===== config.mk =====
export PLATFORM = sky130hd
export DESIGN_NAME = keypad_scanner_flat
export DESIGN_NICKNAME = d
export VERILOG_FILES = /design/src/rtl/keypad_scanner_if.sv /design/src/rtl/keypad_scanner.sv /design/src/flat_wrapper.sv
export SDC_FILE = /design/constraint.sdc
export NUM_CORES = 1
export LEC_CHECK = 0
export ABC_CLOCK_PERIOD_IN_PS = 9500
export CORE_MARGIN = 5
export CORE_UTILIZATION = 50
export DETAILED_ROUTE_END_ITERATION = 8
export GPL_TIMING_DRIVEN = 0
export PLACE_DENSITY = 0.68
export SKIP_LAST_GASP = 1
export SLEW_MARGIN = 15
export SYNTH_ARGS = -nofsm -noshare
export SYNTH_HDL_FRONTEND = slang
export SYNTH_SLANG_ARGS = --single-unit

===== constraint.sdc =====
create_clock -name clk -period 9.5 [get_ports clk]
set_input_delay 2.375 -clock clk [delete_from_list [all_inputs] [get_ports clk]]
set_output_delay 2.375 -clock clk [all_outputs]
set_load 0.005 [all_outputs]

===== src/rtl/keypad_scanner_if.sv =====
// Key event handshake between the keypad scanner and its consumer.
//   key         key code at the event FIFO head (r*COLS + c)
//   key_valid   FIFO non-empty; key/key_release are valid
//   key_ready   consumer accepts the head when key_valid && key_ready
//   key_release head event is a release (always 0 unless release events are built in)
interface keypad_scanner_if #(
  parameter int unsigned KW = 4
) ();
  logic [KW-1:0] key;
  logic          key_valid;
  logic          key_ready;
  logic          key_release;

  modport master (output key, key_valid, key_release, input key_ready);
  modport slave  (input key, key_valid, key_release, output key_ready);
endinterface


===== src/rtl/keypad_scanner.sv =====
// ROWS x COLS matrix keypad scanner. Drives one column low per scan step, samples the
// active-low rows through a 2-flop synchroniser, debounces every key individually and
// queues key events in a FIFO read over the kbus valid/ready handshake.
//   clk        system clock
//   reset      synchronous, active-low reset
//   row        row lines, active-low, asynchronous to clk
//   column     active-low one-hot column drive
//   keys_held  debounced pressed map, bit r*COLS+c
//   kbus       key event handshake (master side)
// Build option: define KEYPAD_RELEASE_EVENT_EN to also queue release events.
module keypad_scanner #(
  parameter int unsigned ROWS           = 3,
  parameter int unsigned COLS           = 3,
  parameter int unsigned TICK_DIV       = 50000,
  parameter int unsigned DEBOUNCE_SCANS = 4,
  parameter int unsigned FIFO_DEPTH     = 4
) (
  input  logic                 clk,
  input  logic                 reset,
  input  logic [ROWS-1:0]      row,
  output logic [COLS-1:0]      column,
  output logic [ROWS*COLS-1:0] keys_held,
  keypad_scanner_if.master     kbus
);

  localparam int unsigned NK = ROWS * COLS;
  localparam int unsigned KW = $clog2(NK);
  localparam int unsigned CW = $clog2(COLS);
  localparam int unsigned TW = $clog2(TICK_DIV);
  localparam int unsigned DW = (DEBOUNCE_SCANS > 1) ? $clog2(DEBOUNCE_SCANS) : 1;
  localparam int unsigned PW = $clog2(FIFO_DEPTH);
`ifdef KEYPAD_RELEASE_EVENT_EN
  localparam int unsigned EW = KW + 1;
`else
  localparam int unsigned EW = KW;
`endif

  localparam logic [TW-1:0] TICK_MAX = TW'(TICK_DIV - 1);
  localparam logic [CW-1:0] COL_MAX  = CW'(COLS - 1);
  localparam logic [DW-1:0] CNT_MAX  = DW'(DEBOUNCE_SCANS - 1);
  localparam logic [PW:0]   FULL_CNT = (PW+1)'(FIFO_DEPTH);

  logic [ROWS-1:0] row_s1, row_s2;
  logic [TW-1:0]   tick_cnt;
  logic            tick;
  logic [CW-1:0]   col_idx, col_nxt;
  logic [DW-1:0]   cnt [NK];

  logic [KW-1:0]   kidx [ROWS];
  logic [ROWS-1:0] diff, ripe, commit;
  logic            sel_found;
  logic [KW-1:0]   sel_key;
`ifdef KEYPAD_RELEASE_EVENT_EN
  logic            sel_rel;
`endif

  logic [EW-1:0]   mem [FIFO_DEPTH];
  logic [PW-1:0]   wr_ptr, rd_ptr;
  logic [PW:0]     count, count_after_pop;
  logic            full, push, pop, can_push;
  logic [EW-1:0]   push_data, head_nxt, head_q;
  logic            key_valid_q;

  // Scan step, debounce ripeness, commit selection and FIFO next head
  always_comb begin
    tick      = (tick_cnt == TICK_MAX);
    col_nxt   = (col_idx == COL_MAX) ? '0 : col_idx + CW'(1);
    full      = (count == FULL_CNT);
    pop       = key_valid_q && kbus.key_ready;
    can_push  = !full || pop;
    sel_found = 1'b0;
    sel_key   = '0;
`ifdef KEYPAD_RELEASE_EVENT_EN
    sel_rel   = 1'b0;
`endif
    diff      = '0;
    ripe      = '0;
    commit    = '0;
    for (int r = 0; r < ROWS; r++) begin
      kidx[r] = KW'(r * COLS) + KW'(col_idx);
      diff[r] = (~row_s2[r]) != keys_held[kidx[r]];
      ripe[r] = diff[r] && (cnt[kidx[r]] == CNT_MAX);
`ifdef KEYPAD_RELEASE_EVENT_EN
      if (ripe[r] && !sel_found && can_push) begin
        commit[r] = 1'b1;
        sel_found = 1'b1;
        sel_key   = kidx[r];
        sel_rel   = keys_held[kidx[r]];
      end
`else
      // releases never queue, so they never wait for FIFO space
      if (ripe[r] && keys_held[kidx[r]]) begin
        commit[r] = 1'b1;
      end else if (ripe[r] && !sel_found && can_push) begin
        commit[r] = 1'b1;
        sel_found = 1'b1;
        sel_key   = kidx[r];
      end
`endif
    end
    push = tick && sel_found;
`ifdef KEYPAD_RELEASE_EVENT_EN
    push_data = {sel_rel, sel_key};
`else
    push_data = sel_key;
`endif
    count_after_pop = count - (PW+1)'(pop);
    // head register follows the stored entry unless the FIFO drains to empty
    head_nxt = (count_after_pop == '0) ? push_data : mem[rd_ptr + PW'(pop)];
  end

  // Synchroniser, tick divider, column walk, debounce state and event FIFO
  always_ff @(posedge clk) begin
    if (!reset) begin
      row_s1      <= '1;
      row_s2      <= '1;
      tick_cnt    <= '0;
      col_idx     <= '0;
      column      <= ~COLS'(1);
      keys_held   <= '0;
      for (int k = 0; k < NK; k++) cnt[k] <= '0;
      wr_ptr      <= '0;
      rd_ptr      <= '0;
      count       <= '0;
      key_valid_q <= 1'b0;
      head_q      <= '0;
    end else begin
      row_s1   <= row;
      row_s2   <= row_s1;
      tick_cnt <= tick ? '0 : tick_cnt + TW'(1);
      if (tick) begin
        col_idx <= col_nxt;
        column  <= ~(COLS'(1) << col_nxt);
        for (int r = 0; r < ROWS; r++) begin
          if (!diff[r]) begin
            cnt[kidx[r]] <= '0;
          end else if (commit[r]) begin
            keys_held[kidx[r]] <= ~keys_held[kidx[r]];
            cnt[kidx[r]]       <= '0;
          end else if (cnt[kidx[r]] != CNT_MAX) begin
            cnt[kidx[r]] <= cnt[kidx[r]] + DW'(1);
          end
        end
      end
      if (push) begin
        mem[wr_ptr] <= push_data;
        wr_ptr      <= wr_ptr + PW'(1);
      end
      if (pop) rd_ptr <= rd_ptr + PW'(1);
      count       <= count_after_pop + (PW+1)'(push);
      key_valid_q <= (count_after_pop != '0) || push;
      head_q      <= head_nxt;
    end
  end

  assign kbus.key       = head_q[KW-1:0];
  assign kbus.key_valid = key_valid_q;
`ifdef KEYPAD_RELEASE_EVENT_EN
  assign kbus.key_release = head_q[KW];
`else
  assign kbus.key_release = 1'b0;
`endif

endmodule

===== src/flat_wrapper.sv =====
// flat-port wrapper written by rule: the top's interface ports become plain ports
module keypad_scanner_flat 
#(
  parameter int unsigned ROWS           = 3,
  parameter int unsigned COLS           = 3,
  parameter int unsigned TICK_DIV       = 50000,
  parameter int unsigned DEBOUNCE_SCANS = 4,
  parameter int unsigned FIFO_DEPTH     = 4
)
  (clk, reset, row, column, keys_held, kbus_key, kbus_key_valid, kbus_key_release, kbus_key_ready);
  keypad_scanner_if kbus_i ();
  input  logic clk;
  input  logic reset;
  input  logic [ROWS-1:0] row;
  output logic [COLS-1:0] column;
  output logic [ROWS*COLS-1:0] keys_held;
  output wire logic [$bits(kbus_i.key)-1:0] kbus_key;
  output wire logic [$bits(kbus_i.key_valid)-1:0] kbus_key_valid;
  output wire logic [$bits(kbus_i.key_release)-1:0] kbus_key_release;
  input wire logic [$bits(kbus_i.key_ready)-1:0] kbus_key_ready;
  assign kbus_key = kbus_i.key;
  assign kbus_key_valid = kbus_i.key_valid;
  assign kbus_key_release = kbus_i.key_release;
  assign kbus_i.key_ready = kbus_key_ready;
  keypad_scanner #(.ROWS(ROWS), .COLS(COLS), .TICK_DIV(TICK_DIV), .DEBOUNCE_SCANS(DEBOUNCE_SCANS), .FIFO_DEPTH(FIFO_DEPTH)) u_core (.clk(clk), .reset(reset), .row(row), .column(column), .keys_held(keys_held), .kbus(kbus_i));
endmodule

==> results by stage <==
Setup path:
- The most numerous cell type found on the critical path is sky130_fd_sc_hd__ha_1.
- STA classifies the critical path startpoint as a register.
- The signal on the critical path passes through buf_2 -> inv_1 -> ha_1 -> clkbuf_1 -> mux4_2 -> nand2_1 -> nand2_1 -> ha_1 -> nor2b_1 -> a21boi_1 -> o21ai_0 -> nor2_1 -> ha_1 -> ha_1 -> xor2_1 -> nor2_1.
- The slowest stage of the critical path belongs to the cell sky130_fd_sc_hd__a21boi_1.
- The required time of the critical path is 9.73 ns.
- The largest single stage delay on the critical path is 0.66 ns.
- The peak fanout along the critical path is 10.
- The endpoint class of the critical path is a register.
- The critical setup path kind is register to register.
- The data arrival at the endpoint of the critical path is 4.90 ns.
- The cell type group with the largest total delay on the critical path is buffers and inverters.
- The number of buffers and inverters on the critical path is 3.

Finish:
- Of the cells placed in the final design, the portion with a size suffix greater than 1 is 0.0827.
- For this run, the post-layout net count is 554.
- The design area is 5400 um2.
- The layout overhead on the synthesized area is 11.8%.
- The number of antenna diodes in the final layout is 0.

Drt:
- In the detailed route, the total length drawn on met2 is 5.80 mm.
- The routed length on met3 is 1.05 mm.
- After detailed routing, the number of vias per cell comes to 6.10.
- After detailed routing, no signal wire sits above met4.
- After detailed routing, the number of remaining DRC violations is 0.
- The final layout contains routed wiring with a total length of 12.4 mm.
- The routed layout has 4035 vias.
- After detailed routing, the average wire length per cell comes to 18.7 um.
- The post-detailed-route count of antenna-violating nets is 0.
- The detailed router's first-iteration violation count is 338.
- The detailed-routing wirelength on met1 is 5.28 mm.
- The first TritonRoute pass finished after 5 iterations.

Floorplan:
- The area enclosed by the die boundary is 11700 um2.
- The die is 108 um tall.
- The total area inside the core boundary comes to 9330 um2.
- 24 I/O pins were placed.
- Row generation in the floorplan step produced 35 rows.
- The starting density of the core is 0.518.
- The die extent in x is 108 um.

Global routing:
- Across every metal layer, demand over resource in global routing totals 0.227.
- The global-route wire length before repair is 20.6 mm.
- After global routing the overflow that remains totals 0.
- The pin count of the biggest net entering global routing is 17.
- The initial antenna violation count came to 0.
- The via count of the first global-routing pass is 3992.

Synth:
- Yosys instantiated no cell more often than sky130_fd_sc_hd__nand2_1.
- Of all cell types, the one taking the most synthesized area is sky130_fd_sc_hd__edfxtp_1.
- Of the post-synthesis cell area, the dominant cell type holds 0.224.
- The commonest cells after synthesis are sky130_fd_sc_hd__nand2_1 (53), sky130_fd_sc_hd__dfxtp_1 (50), sky130_fd_sc_hd__nor2_1 (41).
- The register bit count reported by yosys is 86.
- When the netlist entered floorplanning its net count stood at 522.
- Counting flops with a built-in enable in the synthesized netlist gives 36.
- The netlist uses 66 different library cells.
- The dominant synthesized flop cell is sky130_fd_sc_hd__dfxtp_1.
- The fraction of synthesis flops using an asynchronous set or reset pin is 0.
- Yosys printed 0 warnings.
- In the synthesized netlist, the number of instances is 495.
- A synthesized cell averages 9.76 um2.
- Yosys attributes the largest share of cell area to sky130_fd_sc_hd__edfxtp_1 (22%), sky130_fd_sc_hd__dfxtp_1 (21%), sky130_fd_sc_hd__mux4_2 (5.6%), sky130_fd_sc_hd__ha_1 (5.4%), sky130_fd_sc_hd__nand2_1 (4.1%).
- The post-synthesis sequential area ratio is 0.431.
- The synthesized cell area is 4830 um2.

CTS:
- The tree is rooted in a sky130_fd_sc_hd__clkbuf_8.
- The number of buffers between clock root and the deepest sink is 2.
- TritonCTS built the clock tree.
- After clock tree synthesis, the clock-pin slew on the worst setup and hold paths is 0.09 ns.
- The buffer count from post-CTS setup fixing is 0.
- The number of buffers inserted during clock tree synthesis is 9.
- After clock tree synthesis, the flow added hold-fix buffers numbering 0.
- The insertion delay of the later-clocked pin in the worst-skew pair is 0.37 ns.
- In this run the number of H-tree levels came out at 3.
- The number of clock sinks seen by CTS is 86.
- In this run, post-CTS repair resized a total of 0 instances.

STA:
- The final setup TNS is 0 ns.
- Clock skew on the completed layout was measured at 0.0133 ns.
- The worst slew margin relative to its limit is 0.315.
- The final period utilization is 0.491.
- The number of endpoints failing setup at the final stage is 0.
- The number of pins with negative max-slew slack in the final report is 0.
- The highest achievable clock rate is 0.214 GHz.
- The pin slew with the least headroom to its limit is 1.00 ns.
- The final hold violation count is 0.
- The smallest clock period supported by the final layout is computed as 4.67 ns.
- Setup repair after global routing left no endpoint under its margin.

Placement:
- The half-perimeter wire length after placement is 9.03 mm.
- At the end of routability-driven placement, the weighted congestion stood at 0.940.
- The placed instance area is 5200 um2.
- The number of port buffers is 21.

Flow run:
- The max-cap check violation count is 0.

Pwr:
- The analysis attributes to cell leakage a power of 1.97 nW.
- The design draws 0.000787 W.
- The worst-case IR drop observed on VDD is 0.0613 mV.
- For this design the ratio of total power to cell area is 146 nW/um2.

Run status:
- The run finished with clean final reports.

Min path:
- The worst min-delay path class is register to register.
[per-stage QoR]
stage               utilization  hold WS (ns)  setup slack [ns]  cells
floorplan                     -         0.386              5.57    495
global placement          0.558         0.390              4.53    645
detailed placement        0.558         0.400              4.53    645
CTS                       0.579         0.424              4.87    661
global route              0.579         0.431              4.48    661
finish                    0.579         0.417              4.83    661
[worst reg2reg max path, cell delays in order (launching register included)]
cell                       delay [ns]
sky130_fd_sc_hd__dfxtp_1         0.53
sky130_fd_sc_hd__buf_2           0.39
sky130_fd_sc_hd__inv_1           0.22
sky130_fd_sc_hd__ha_1            0.32
sky130_fd_sc_hd__clkbuf_1        0.39
sky130_fd_sc_hd__mux4_2          0.33
sky130_fd_sc_hd__nand2_1         0.06
sky130_fd_sc_hd__nand2_1         0.11
sky130_fd_sc_hd__ha_1            0.30
sky130_fd_sc_hd__nor2b_1         0.19
sky130_fd_sc_hd__a21boi_1        0.66
sky130_fd_sc_hd__o21ai_0         0.31
sky130_fd_sc_hd__nor2_1          0.20
sky130_fd_sc_hd__ha_1            0.19
sky130_fd_sc_hd__ha_1            0.16
sky130_fd_sc_hd__xor2_1          0.13
sky130_fd_sc_hd__nor2_1          0.05
[cells by family (layout without fill, tap and decap cells)]
| kind of cell | after synthesis | in the layout | share of synthesized area |
|---|---|---|---|
| buffers and inverters | 42 | 79 | 0.0339 |
| other | 1 | 1 | 0.000776 |
| xor gates and xnor gates | 22 | 22 | 0.0399 |
| and+or+nand+nor | 200 | 200 | 0.212 |
| DFF | 86 | 86 | 0.431 |
| muxes | 30 | 30 | 0.0940 |
| AOI/OAI and AO/OA | 93 | 93 | 0.134 |
| adders and majority gates | 21 | 21 | 0.0544 |
[flip-flops by register name, summed over array words and instances (netlist names), 3 cells and up, named ones only]
| name | count |
|---|---|
| u_core.column | 3 |
| u_core.kbus.key | 4 |
| u_core.keys_held | 9 |
| u_core.row_s1 | 3 |
| u_core.count | 3 |
| u_core.mem | 16 |
| u_core.cnt | 20 |
| u_core.tick_cnt | 16 |
| u_core.row_s2 | 3 |
[area by class of cell]
cell class,instances,area [um2]
buffer,25,100
clock buffer,10,149
clock inverter,6,50.0
fill,808,3930
inverter,17,63.8
multi-input combinational,367,2580
sequential,86,2080
tap,129,161
timing repair buffer,21,210
[placed cells by master (no fill, tap or decap), types with 18 or more instances in the layout]
master                            synthesis  layout
sky130_fd_sc_hd__ha_1                    21      21
sky130_fd_sc_hd__edfxtp_1                36      36
sky130_fd_sc_hd__clkdlybuf4s50_1          0      21
sky130_fd_sc_hd__nand2_1                 53      53
sky130_fd_sc_hd__clkbuf_1                20      20
sky130_fd_sc_hd__a21oi_1                 18      18
sky130_fd_sc_hd__nand3_1                 39      39
sky130_fd_sc_hd__nor2_1                  41      41
sky130_fd_sc_hd__dfxtp_1                 50      50
[where the power goes]
part / leakage (nW) / switching, W / internal (W)
clock: 0.100 / 0.000140 / 0.000115
sequential: 0.747 / 0.00000933 / 0.000401
combinational: 1.12 / 0.0000670 / 0.0000546
total: 1.97 / 0.000217 / 0.000570
[per-layer routing]
layer / global-route usage / vias up
li1: - / 1892
met1: 0.305 / 1961
met5: 0 / -
met2: 0.367 / 162
met3: 0.0478 / 20
met4: 0.0739 / 0
[path summary, 6_finish.rpt]
kind | from | slack [ns] | depth (start not counted) | to
max | u_core.col_idx[0] | 4.83 | 16 | u_core.count[2]
min | u_core.row_s1[1] | 0.42 | 1 | u_core.row_s2[1]
max reg2reg | u_core.col_idx[0] | 4.83 | 16 | u_core.count[2]
min reg2reg | u_core.row_s1[1] | 0.42 | 1 | u_core.row_s2[1]
Power figures use the tool's default switching activity.
